`config.mk`:
```
export PLATFORM = sky130hd
export DESIGN_NAME = fb_muldiv_flat
export DESIGN_NICKNAME = d
export VERILOG_FILES = /design/src/rtl/fb_muldiv_if.sv /design/src/rtl/fb_muldiv.sv /design/src/flat_wrapper.sv
export SDC_FILE = /design/constraint.sdc
export NUM_CORES = 1
export LEC_CHECK = 0
export ABC_AREA = 1
export BUFFER_PORTS_ARGS = -buffer_cell sky130_fd_sc_hd__buf_2
export CORE_ASPECT_RATIO = 0.9
export CORE_MARGIN = 1.5
export CORE_UTILIZATION = 40
export DETAILED_ROUTE_END_ITERATION = 16
export HOLD_SLACK_MARGIN = 0.02
export PLACE_DENSITY = 0.54
export SLEW_MARGIN = 25
export SYNTH_ARGS = -nofsm -noshare
export SYNTH_HDL_FRONTEND = slang
export SYNTH_SLANG_ARGS = --single-unit
```
`constraint.sdc`:
```
create_clock -name clk -period 13.1 [get_ports clk]
set_input_delay 1.965 -clock clk [delete_from_list [all_inputs] [get_ports clk]]
set_output_delay 1.965 -clock clk [all_outputs]
set_load 0.005 [all_outputs]
```
`src/rtl/fb_muldiv_if.sv`:
```
// Request/response bundle between the execute stage and the iterative M-extension unit.
// The unit takes the slave side; the pipeline (or a bench) drives the master side.
interface fb_muldiv_if #(
    parameter int XLEN = 32
);
    logic            in_valid;
    logic            in_ready;
    logic [7:0]      op_i;
    logic [XLEN-1:0] rs1_i;
    logic [XLEN-1:0] rs2_i;
    logic            flush;
    logic            out_valid;
    logic            out_ready;
    logic [XLEN-1:0] result_o;
    logic            busy;

    modport master (
        output in_valid, op_i, rs1_i, rs2_i, flush, out_ready,
        input  in_ready, out_valid, result_o, busy
    );

    modport slave (
        input  in_valid, op_i, rs1_i, rs2_i, flush, out_ready,
        output in_ready, out_valid, result_o, busy
    );
endinterface

```
`src/rtl/fb_muldiv.sv`:
```
// Iterative RV32M multiply/divide: one bit per cycle, XLEN+2 cycles, 1 cycle for div special cases.
// Result held in DONE until out_ready; flush aborts. FB_MULDIV_FAST_MUL_EN selects a single-cycle multiplier.
module fb_muldiv #(
    parameter int XLEN = 32
) (
    input  logic         clk,
    input  logic         rst,
    fb_muldiv_if.slave   bus
);
    localparam int CNT_W = $clog2(XLEN) + 1;

    localparam logic [1:0] S_IDLE = 2'd0;
    localparam logic [1:0] S_CALC = 2'd1;
    localparam logic [1:0] S_FIX  = 2'd2;
    localparam logic [1:0] S_DONE = 2'd3;

    localparam logic [XLEN-1:0] ONES = '1;
    localparam logic [XLEN-1:0] SMIN = {1'b1, {(XLEN-1){1'b0}}};

    logic [1:0]        state_q, state_d;
    logic [2:0]        sel_q, sel_d;
    logic              neg_q, neg_d;
    logic [CNT_W-1:0]  cnt_q, cnt_d;
    logic [XLEN-1:0]   opnd_q, opnd_d;
    logic [2*XLEN-1:0] acc_q, acc_d;
    logic [XLEN-1:0]   result_q, result_d;

    // Bit index of the selected op: 7 mul .. 0 remu; the highest set bit wins.
    logic [2:0]      op_sel;
    logic            is_mul_in, is_rem_in, s1_signed, s2_signed, neg1, neg2, neg_in;
    logic            accept, div_zero, div_ovf;
    logic [XLEN-1:0] mag1, mag2, special_res;

    always_comb begin
        op_sel = 3'd0;
        for (int i = 0; i < 8; i++) begin
            if (bus.op_i[i]) op_sel = 3'(i);
        end
    end

    assign is_mul_in = op_sel[2];
    assign is_rem_in = (op_sel == 3'd1) || (op_sel == 3'd0);
    assign s1_signed = (op_sel == 3'd6) || (op_sel == 3'd5) || (op_sel == 3'd3) || (op_sel == 3'd1);
    assign s2_signed = (op_sel == 3'd6) || (op_sel == 3'd3) || (op_sel == 3'd1);
    assign neg1      = s1_signed & bus.rs1_i[XLEN-1];
    assign neg2      = s2_signed & bus.rs2_i[XLEN-1];
    assign mag1      = neg1 ? -bus.rs1_i : bus.rs1_i;
    assign mag2      = neg2 ? -bus.rs2_i : bus.rs2_i;
    // Remainder follows the dividend sign; quotient and products follow the xor.
    assign neg_in    = is_rem_in ? neg1 : (neg1 ^ neg2);

    assign accept      = bus.in_valid && (state_q == S_IDLE) && (|bus.op_i);
    assign div_zero    = !is_mul_in && (bus.rs2_i == '0);
    assign div_ovf     = ((op_sel == 3'd3) || (op_sel == 3'd1)) &&
                         (bus.rs1_i == SMIN) && (bus.rs2_i == ONES);
    assign special_res = div_zero ? (is_rem_in ? bus.rs1_i : ONES)
                                  : (is_rem_in ? '0 : bus.rs1_i);

`ifdef FB_MULDIV_FAST_MUL_EN
    logic [2*XLEN-1:0] fprod_mag, fprod;
    assign fprod_mag = {{XLEN{1'b0}}, mag1} * {{XLEN{1'b0}}, mag2};
    assign fprod     = neg_in ? -fprod_mag : fprod_mag;
`endif

    // Divide keeps {remainder, quotient-in-progress}; multiply keeps {high, multiplier-being-shifted}.
    logic [XLEN:0]     div_top, div_diff, mul_sum;
    logic              div_ge;
    logic [2*XLEN-1:0] div_step, mul_step;

    assign div_top  = acc_q[2*XLEN-1:XLEN-1];
    assign div_ge   = div_top >= {1'b0, opnd_q};
    assign div_diff = div_top - {1'b0, opnd_q};
    assign div_step = {div_ge ? div_diff[XLEN-1:0] : div_top[XLEN-1:0], acc_q[XLEN-2:0], div_ge};
    assign mul_sum  = {1'b0, acc_q[2*XLEN-1:XLEN]} + (acc_q[0] ? {1'b0, opnd_q} : {(XLEN+1){1'b0}});
    assign mul_step = {mul_sum, acc_q[XLEN-1:1]};

    logic [2*XLEN-1:0] prod_fix;
    logic [XLEN-1:0]   quo_fix, rem_fix, fix_res;

    always_comb begin
        prod_fix = neg_q ? -acc_q : acc_q;
        quo_fix  = neg_q ? -acc_q[XLEN-1:0] : acc_q[XLEN-1:0];
        rem_fix  = neg_q ? -acc_q[2*XLEN-1:XLEN] : acc_q[2*XLEN-1:XLEN];
        case (sel_q)
            3'd7:                fix_res = prod_fix[XLEN-1:0];
            3'd6, 3'd5, 3'd4:    fix_res = prod_fix[2*XLEN-1:XLEN];
            3'd3, 3'd2:          fix_res = quo_fix;
            default:             fix_res = rem_fix;
        endcase
    end

    always_comb begin
        state_d  = state_q;
        sel_d    = sel_q;
        neg_d    = neg_q;
        cnt_d    = cnt_q;
        opnd_d   = opnd_q;
        acc_d    = acc_q;
        result_d = result_q;
        if (bus.flush) begin
            state_d = S_IDLE;
        end else begin
            case (state_q)
                S_IDLE: begin
                    if (accept) begin
                        sel_d = op_sel;
                        neg_d = neg_in;
                        cnt_d = CNT_W'(XLEN);
                        if (div_zero || div_ovf) begin
                            result_d = special_res;
                            state_d  = S_DONE;
                        end
`ifdef FB_MULDIV_FAST_MUL_EN
                        else if (is_mul_in) begin
                            result_d = (op_sel == 3'd7) ? fprod[XLEN-1:0] : fprod[2*XLEN-1:XLEN];
                            state_d  = S_DONE;
                        end
`endif
                        else begin
                            opnd_d  = is_mul_in ? mag1 : mag2;
                            acc_d   = {{XLEN{1'b0}}, is_mul_in ? mag2 : mag1};
                            state_d = S_CALC;
                        end
                    end
                end
                S_CALC: begin
                    acc_d = sel_q[2] ? mul_step : div_step;
                    cnt_d = cnt_q - CNT_W'(1);
                    if (cnt_q == CNT_W'(1)) state_d = S_FIX;
                end
                S_FIX: begin
                    result_d = fix_res;
                    state_d  = S_DONE;
                end
                S_DONE: begin
                    if (bus.out_ready) state_d = S_IDLE;
                end
                default: state_d = S_IDLE;
            endcase
        end
    end

    always_ff @(posedge clk or posedge rst) begin
        if (rst) begin
            state_q  <= S_IDLE;
            sel_q    <= '0;
            neg_q    <= 1'b0;
            cnt_q    <= '0;
            opnd_q   <= '0;
            acc_q    <= '0;
            result_q <= '0;
        end else begin
            state_q  <= state_d;
            sel_q    <= sel_d;
            neg_q    <= neg_d;
            cnt_q    <= cnt_d;
            opnd_q   <= opnd_d;
            acc_q    <= acc_d;
            result_q <= result_d;
        end
    end

    assign bus.in_ready  = (state_q == S_IDLE);
    assign bus.busy      = (state_q != S_IDLE);
    assign bus.out_valid = (state_q == S_DONE);
    assign bus.result_o  = result_q;
endmodule

```
`src/flat_wrapper.sv`:
```
// flat-port wrapper written by rule: the top's interface ports become plain ports
module fb_muldiv_flat 
#(
    parameter int XLEN = 32
)
  (clk, rst, bus_in_valid, bus_op_i, bus_rs1_i, bus_rs2_i, bus_flush, bus_out_ready, bus_in_ready, bus_out_valid, bus_result_o, bus_busy);
  fb_muldiv_if #(.XLEN(XLEN)) bus_i ();
  input  logic clk;
  input  logic rst;
  input wire logic [$bits(bus_i.in_valid)-1:0] bus_in_valid;
  input wire logic [$bits(bus_i.op_i)-1:0] bus_op_i;
  input wire logic [$bits(bus_i.rs1_i)-1:0] bus_rs1_i;
  input wire logic [$bits(bus_i.rs2_i)-1:0] bus_rs2_i;
  input wire logic [$bits(bus_i.flush)-1:0] bus_flush;
  input wire logic [$bits(bus_i.out_ready)-1:0] bus_out_ready;
  output wire logic [$bits(bus_i.in_ready)-1:0] bus_in_ready;
  output wire logic [$bits(bus_i.out_valid)-1:0] bus_out_valid;
  output wire logic [$bits(bus_i.result_o)-1:0] bus_result_o;
  output wire logic [$bits(bus_i.busy)-1:0] bus_busy;
  assign bus_i.in_valid = bus_in_valid;
  assign bus_i.op_i = bus_op_i;
  assign bus_i.rs1_i = bus_rs1_i;
  assign bus_i.rs2_i = bus_rs2_i;
  assign bus_i.flush = bus_flush;
  assign bus_i.out_ready = bus_out_ready;
  assign bus_in_ready = bus_i.in_ready;
  assign bus_out_valid = bus_i.out_valid;
  assign bus_result_o = bus_i.result_o;
  assign bus_busy = bus_i.busy;
  fb_muldiv #(.XLEN(XLEN)) u_core (.clk(clk), .rst(rst), .bus(bus_i));
endmodule
```
=== Yosys cells after proc, flatten, opt, wreduce, memory -nomap -nowiden ===
Cells that the tools add are included.

* Bits in registers: 140
* Output and inout bits: 35
* Logic and storage cells: 108

* Multiplexer cells: 36
* Eq/ne operators: 22
* Add/subtract/negate cells: 8
* Magnitude comparators: 1
* Bitwise operators: 5
* Reduce and logical (&&, ||, !) cells: 29

{| class="wikitable"
|+ Operator list
! kind !! number
|-
| $mux 32 || 13
|-
| $mux 64 || 4
|-
| $neg 32->32 || 4
|-
| $pmux 64 s2 || 1
|-
| $pmux 32 s3 || 1
|-
| $eq 32x32->1 const B || 2
|-
| $neg 64->64 || 1
|-
| $pmux 32 s2 || 1
|-
| $add 32x32->33 || 1
|-
| $ge 33x32->1 || 1
|-
| $logic_not 32->1 || 1
|-
| $sub 32x32->32 || 1
|-
| $eq 3x3->1 const B || 6
|-
| $mux 2 || 7
|-
| $mux 3 || 4
|-
| $pmux 6 s2 || 1
|-
| $reduce_and 4->1 || 3
|-
| $eq 3x2->1 const B || 3
|-
| $reduce_and 3->1 || 3
|-
| $logic_or 1x1->1 || 8
|-
| $pmux 2 s4 || 1
|-
| $reduce_or 8->1 || 1
|-
| $eq 6x1->1 const B || 1
|-
| $mux 6 || 1
|-
| other kinds (19) || 31
|}

=== Longest topological paths before layout ===
* Depth after elaboration: 17
* Depth in mapped cells: 21
* Gate-level depth less buffers: 19

=== Worst setup path before layout ===
Ideal clock, no wire load.

* Kind: in2reg
* Start: input bus_rs2_i[0]
* End: register u_core.result_q[30], in the netlist u_core.bus.result_o[30]
* Arrival: 3.526 ns
* Stages on the path: 14
* Setup slack: 9.453 ns
* Setup time: 0.121 ns
* Cells stage by stage: inv_1 ha_1 nand3_2 nor2_4 nand3_2 nor3_2 nand3_2 buf_6 nand3_2 nand2_2 buf_6 buf_6 nand2_1 nand2_1

* Cells in the longest elaborated chain, start to end: 6
* Elaborated cells between the ends (all ways): 11
* Those cells by class: 2 x eq/ne; 4 x mux; 5 x reduce/logical

{| class="wikitable"
|+ RTL lines
! item !! line !! text
|-
| start, declared || flat_wrapper.sv:13 || <nowiki>input wire logic [$bits(bus_i.rs2_i)-1:0] bus_rs2_i;</nowiki>
|-
| $logic_not 32->1 || fb_muldiv.sv:53 || <nowiki>assign div_zero = !is_mul_in && (bus.rs2_i == '0);</nowiki>
|-
| $logic_and 1x1->1 || fb_muldiv.sv:53 ||
|-
| $mux 32 || fb_muldiv.sv:56 || <nowiki>assign special_res = div_zero ? (is_rem_in ? bus.rs1_i : ONES)</nowiki>
|-
| $mux 32 || fb_muldiv.sv:109 || <nowiki>if (div_zero || div_ovf) begin</nowiki>
|-
| $mux 32 || fb_muldiv.sv:105 || <nowiki>if (accept) begin</nowiki>
|-
| $pmux 32 s2 || fb_muldiv.sv:103 || <nowiki>case (state_q)</nowiki>
|-
| end signal, assigned || fb_muldiv.sv:159 || <nowiki>result_q <= result_d;</nowiki>
|-
| end, declared || fb_muldiv.sv:26 || <nowiki>logic [XLEN-1:0] result_q, result_d;</nowiki>
|}

Several ways; a longest one is shown, not always the timed one. The select of a mux whose other input is x is not followed.
A chain may end at the register's enable or synchronous reset.

=== Worst setup path after layout ===
* Start: input bus_op_i[5]
* End: register u_core.acc_q[14]

* Cells in the longest elaborated chain, start to end: 13
* Elaborated cells between the ends (all ways): 31
* Those cells by class: 6 x eq/ne; 9 x mux; 2 x bitwise; 14 x reduce/logical

{| class="wikitable"
|+ RTL lines
! item !! line !! text
|-
| start, declared || flat_wrapper.sv:11 || <nowiki>input wire logic [$bits(bus_i.op_i)-1:0] bus_op_i;</nowiki>
|-
| $mux 3 (3 in series) || fb_muldiv.sv:37 || <nowiki>if (bus.op_i[i]) op_sel = 3'(i);</nowiki>
|-
| $eq 3x3->1 (on tied branches) || fb_muldiv.sv:43, fb_muldiv.sv:44 ||
|-
| $logic_or 1x1->1 (3 in series) || fb_muldiv.sv:43 || <nowiki>assign s1_signed = (op_sel == 3'd6) || (op_sel == 3'd5) || (op_sel == 3'd3) || (op_sel == 3'd1);</nowiki>
|-
| $and 1x1->1 || fb_muldiv.sv:45 || <nowiki>assign neg1 = s1_signed & bus.rs1_i[XLEN-1];</nowiki>
|-
| $mux 32 || fb_muldiv.sv:47 || <nowiki>assign mag1 = neg1 ? -bus.rs1_i : bus.rs1_i;</nowiki>
|-
| $mux 32 || fb_muldiv.sv:121 || <nowiki>acc_d = {{XLEN{1'b0}}, is_mul_in ? mag2 : mag1};</nowiki>
|-
| $mux 64 || fb_muldiv.sv:109 ||
|-
| $mux 64 || fb_muldiv.sv:105 ||
|-
| $pmux 64 s2 || fb_muldiv.sv:103 ||
|-
| end signal, assigned || fb_muldiv.sv:150 || <nowiki>acc_q <= '0;</nowiki>
|-
| end signal, assigned || fb_muldiv.sv:158 || <nowiki>acc_q <= acc_d;</nowiki>
|-
| end, declared || fb_muldiv.sv:25 || <nowiki>logic [2*XLEN-1:0] acc_q, acc_d;</nowiki>
|}

Several ways; a longest one is shown, not always the timed one. The select of a mux whose other input is x is not followed.

==> run_results.csv <==
group,metric,value,unit
status,status,"finished clean",
drt,drc,0,
sta,fin_setup_tns,0,ns
pwr,leakage,10.4,nW
finish,diodes,0,
clock_network,cts_resized,0,
pwr,p_per_area,254,nW/um2
clock_network,cts_made_buffers,17,
floorplan,core,46500,um2
pwr,power.share.clock,10.5,%
synthesis,post-synth-top-count-cell,"nand2_1",
synthesis,synth_warnings,0,
synthesis,synthTopCellsByCount,"1,061 x nand2_1, 482 x nor2_1, 393 x inv_1",
pwr,p_sw_share,61.7,%
flow_run,cap_viol_max_count,0,
floorplan,boundaryPins,112,
finish,final_layout_size_suffix_gt1_share,6.49,%
sta,final-setup-viol-count,0,
synthesis,synthTopCellsByArea,"nand2_1 21%, dfrtp_1 19%, nor2_1 9.6%",
synthesis,syn_area,18800,um2
clock_network,clk_path_buf_depth,2,
critical_path,crit_fanout,63,
grt,grt_antenna_before_repair,1,
finish,area_delta_synth_final,8.25,%
placement,dp_hpwl,74900,um
synthesis,synth_cells,3406,
synthesis,yosysSeqAreaShare,18.7,%
sta,max-slew-margin-rel,35.2,%
placement,gp_congestion,1.06,
floorplan,die-area,48200,um2
pwr,p_seq_share,18.7,%
grt,grt_usage,38.0,%
sta,worst_pin_slew,0.968,ns
clock_network,path_clk_slew,0.06,ns
grt,grt_pass1_wl,136000,um
placement,dp_slack,7.81,ns
sta,fmax,203,MHz
synthesis,syn_avg_cell_area,5.51,um2
synthesis,yosysTopAreaCell,"nand2_1",
grt,grt_max_degree,94,
pwr,switching_power,3.19,mW
pwr,combPwrFrac,70.8,%
clock_network,post_cts_buffers,0,
floorplan,row_count,75,
pwr,p_int,1.98,mW
synthesis,synthArstFlopShare,100,%
drt,vias,23400,
synthesis,synth.ff_latch_count,140,
drt,totalWireLength,92200,um
critical_path,crit_required,13.48,ns
finish,nNetsFinal,3590,
synthesis,synth_edf_count,0,
sta,layout_min_cycle_time,4.93,ns
critical_path,critPathArrivalTime,5.31,ns
worst_hold_path,hold_class,"flop to flop",
clock_network,cts_tree,"done",
pwr,irDropWorstVdd,0.134,mV
critical_path,cp-start-kind,"primary input",
critical_path,criticalPathCategory,"primary input to flop",
sta,period_share,37.6,%
sta,holdWs,0.479,ns
sta,setup_slack,8.17,ns
drt,via_per_inst,5.75,
sta,finClkSkew,0.0209,ns
grt,gr-total-overflow,0,
floorplan,fp.dieW,231,um
synthesis,yosysTopAreaCellShare,21.2,%
sta,slew_violations,0,
drt,wire_per_inst,22.7,um
clock_network,clk_latency,0.48,ns
critical_path,cp-end-kind,"flop",
floorplan,start_util,40.4,%
worst_hold_path,holdPathStages,2,
critical_path,reg2regPathDepth,18,
clock_network,cts_max_level,4,
sta,finalHoldViolCount,0,
clock_network,clock_sinks,140,
synthesis,synth_nets,3560,
clock_network,clockRootBuffer,"clkbuf_16",
sta,rsz0062_at_grt,"no",
drt,drt_iter0_drc,3151,
placement,portBuffers,111,
drt,ant_nets,0,
floorplan,die_h,208,um
synthesis,yosysUniqueCellTypes,50,
clock_network,postCtsHoldBufs,0,
drt,dr.pass1.iters,6,
synthesis,synth_flop_cell,"dfrtp_1",
grt,grt_pass1_vias,21200,
-- layer usage --
metal	up-vias	GRT usage, %	wire, um
li1	11100	-	-
met1	10900	56.6	41600
met2	1262	52.9	36900
met3	127	8.65	10500
met4	2	13.0	3190
met5	-	0	17
-- final timing paths --
kind,from,to,slack [ns]
setup / recovery,bus_op_i[5],u_core.acc_q[14],8.17
hold / removal,u_core.bus.result_o[24],u_core.bus.result_o[24],0.48
setup reg to reg,u_core.acc_q[0],u_core.acc_q[43],9.56
hold reg to reg,u_core.bus.result_o[24],u_core.bus.result_o[24],0.48
max in group asynchronous,rst,u_core.state_q[1],10.27
min in group asynchronous,rst,u_core.acc_q[13],1.69
-- critical path: stages --
cell     delay [ns]
buf_2          0.10
nor2_1         0.07
nand2_2        0.05
buf_4          0.54
nor2_2         0.24
a21oi_1        0.27
nand2_2        0.19
nand2_2        0.19
nand3_4        0.47
inv_2          0.90
nand2_1        0.15
o21ai_1        0.11
-- state kept, by name (all words and copies together), names as in the netlist --
name                 flops
u_core.acc_q            64
u_core.neg_q             1
u_core.state_q           2
u_core.bus.result_o     32
u_core.cnt_q             6
u_core.sel_q             3
u_core.opnd_q           32
-- placed cells by master, fill, tap and decap left out, types with 57 or more instances in the layout --
cell type / Yosys / routed
o211ai_1: 62 / 62
xor2_1: 57 / 57
nor2_1: 482 / 480
dfrtp_1: 140 / 138
buf_2: 23 / 111
nand3_1: 325 / 325
inv_1: 393 / 392
nand2_1: 1061 / 1061
a21oi_1: 207 / 207
o21ai_0: 250 / 250
ha_1: 75 / 75
-- per-stage QoR --
step | utilization (%) | cell area (um2) | std cells | total power, mW
finish | 43.7 | 20300 | 4065 | 5.17
global route | 43.7 | 20300 | 4065 | 5.55
CTS | 43.7 | 20300 | 4065 | 5.03
detailed placement | 42.3 | 19700 | 4033 | 4.48
global placement | 42.3 | 19700 | 4033 | 4.47
floorplan | - | 18800 | 3406 | 3.22
-- area by class of cell --
| type | count | area (um2) |
|---|---|---|
| timing repair buffer | 131 | 706 |
| tap | 616 | 771 |
| clock inverter | 15 | 213 |
| inverter | 408 | 1540 |
| multi-input combinational | 2738 | 13100 |
| sequential | 140 | 3510 |
| clock buffer | 17 | 425 |
| fill | 5190 | 26200 |
-- power groups by stage --
stage          combinational (mW)  sequential, mW  clock (mW)
2_1_floorplan                2.45           0.767           0
3_3_place_gp                 3.52           0.944           0
3_5_place_dp                 3.53           0.944           0
4_1_cts                      3.55           0.937       0.548
5_1_grt                      4.02           0.969       0.564
6_report                     3.66           0.966       0.541
-- cell families (layout without fill, tap and decap cells) --
family / after synthesis / in the layout / share of synthesized area, %
buf+inv: 528 / 571 / 11.3
flops: 140 / 140 / 18.7
simple gates: 1988 / 1988 / 43.8
compound gates: 595 / 595 / 17.3
xor+xnor: 77 / 77 / 3.60
fa+ha+maj: 78 / 78 / 5.27
(Power assumes the default switching activity.)
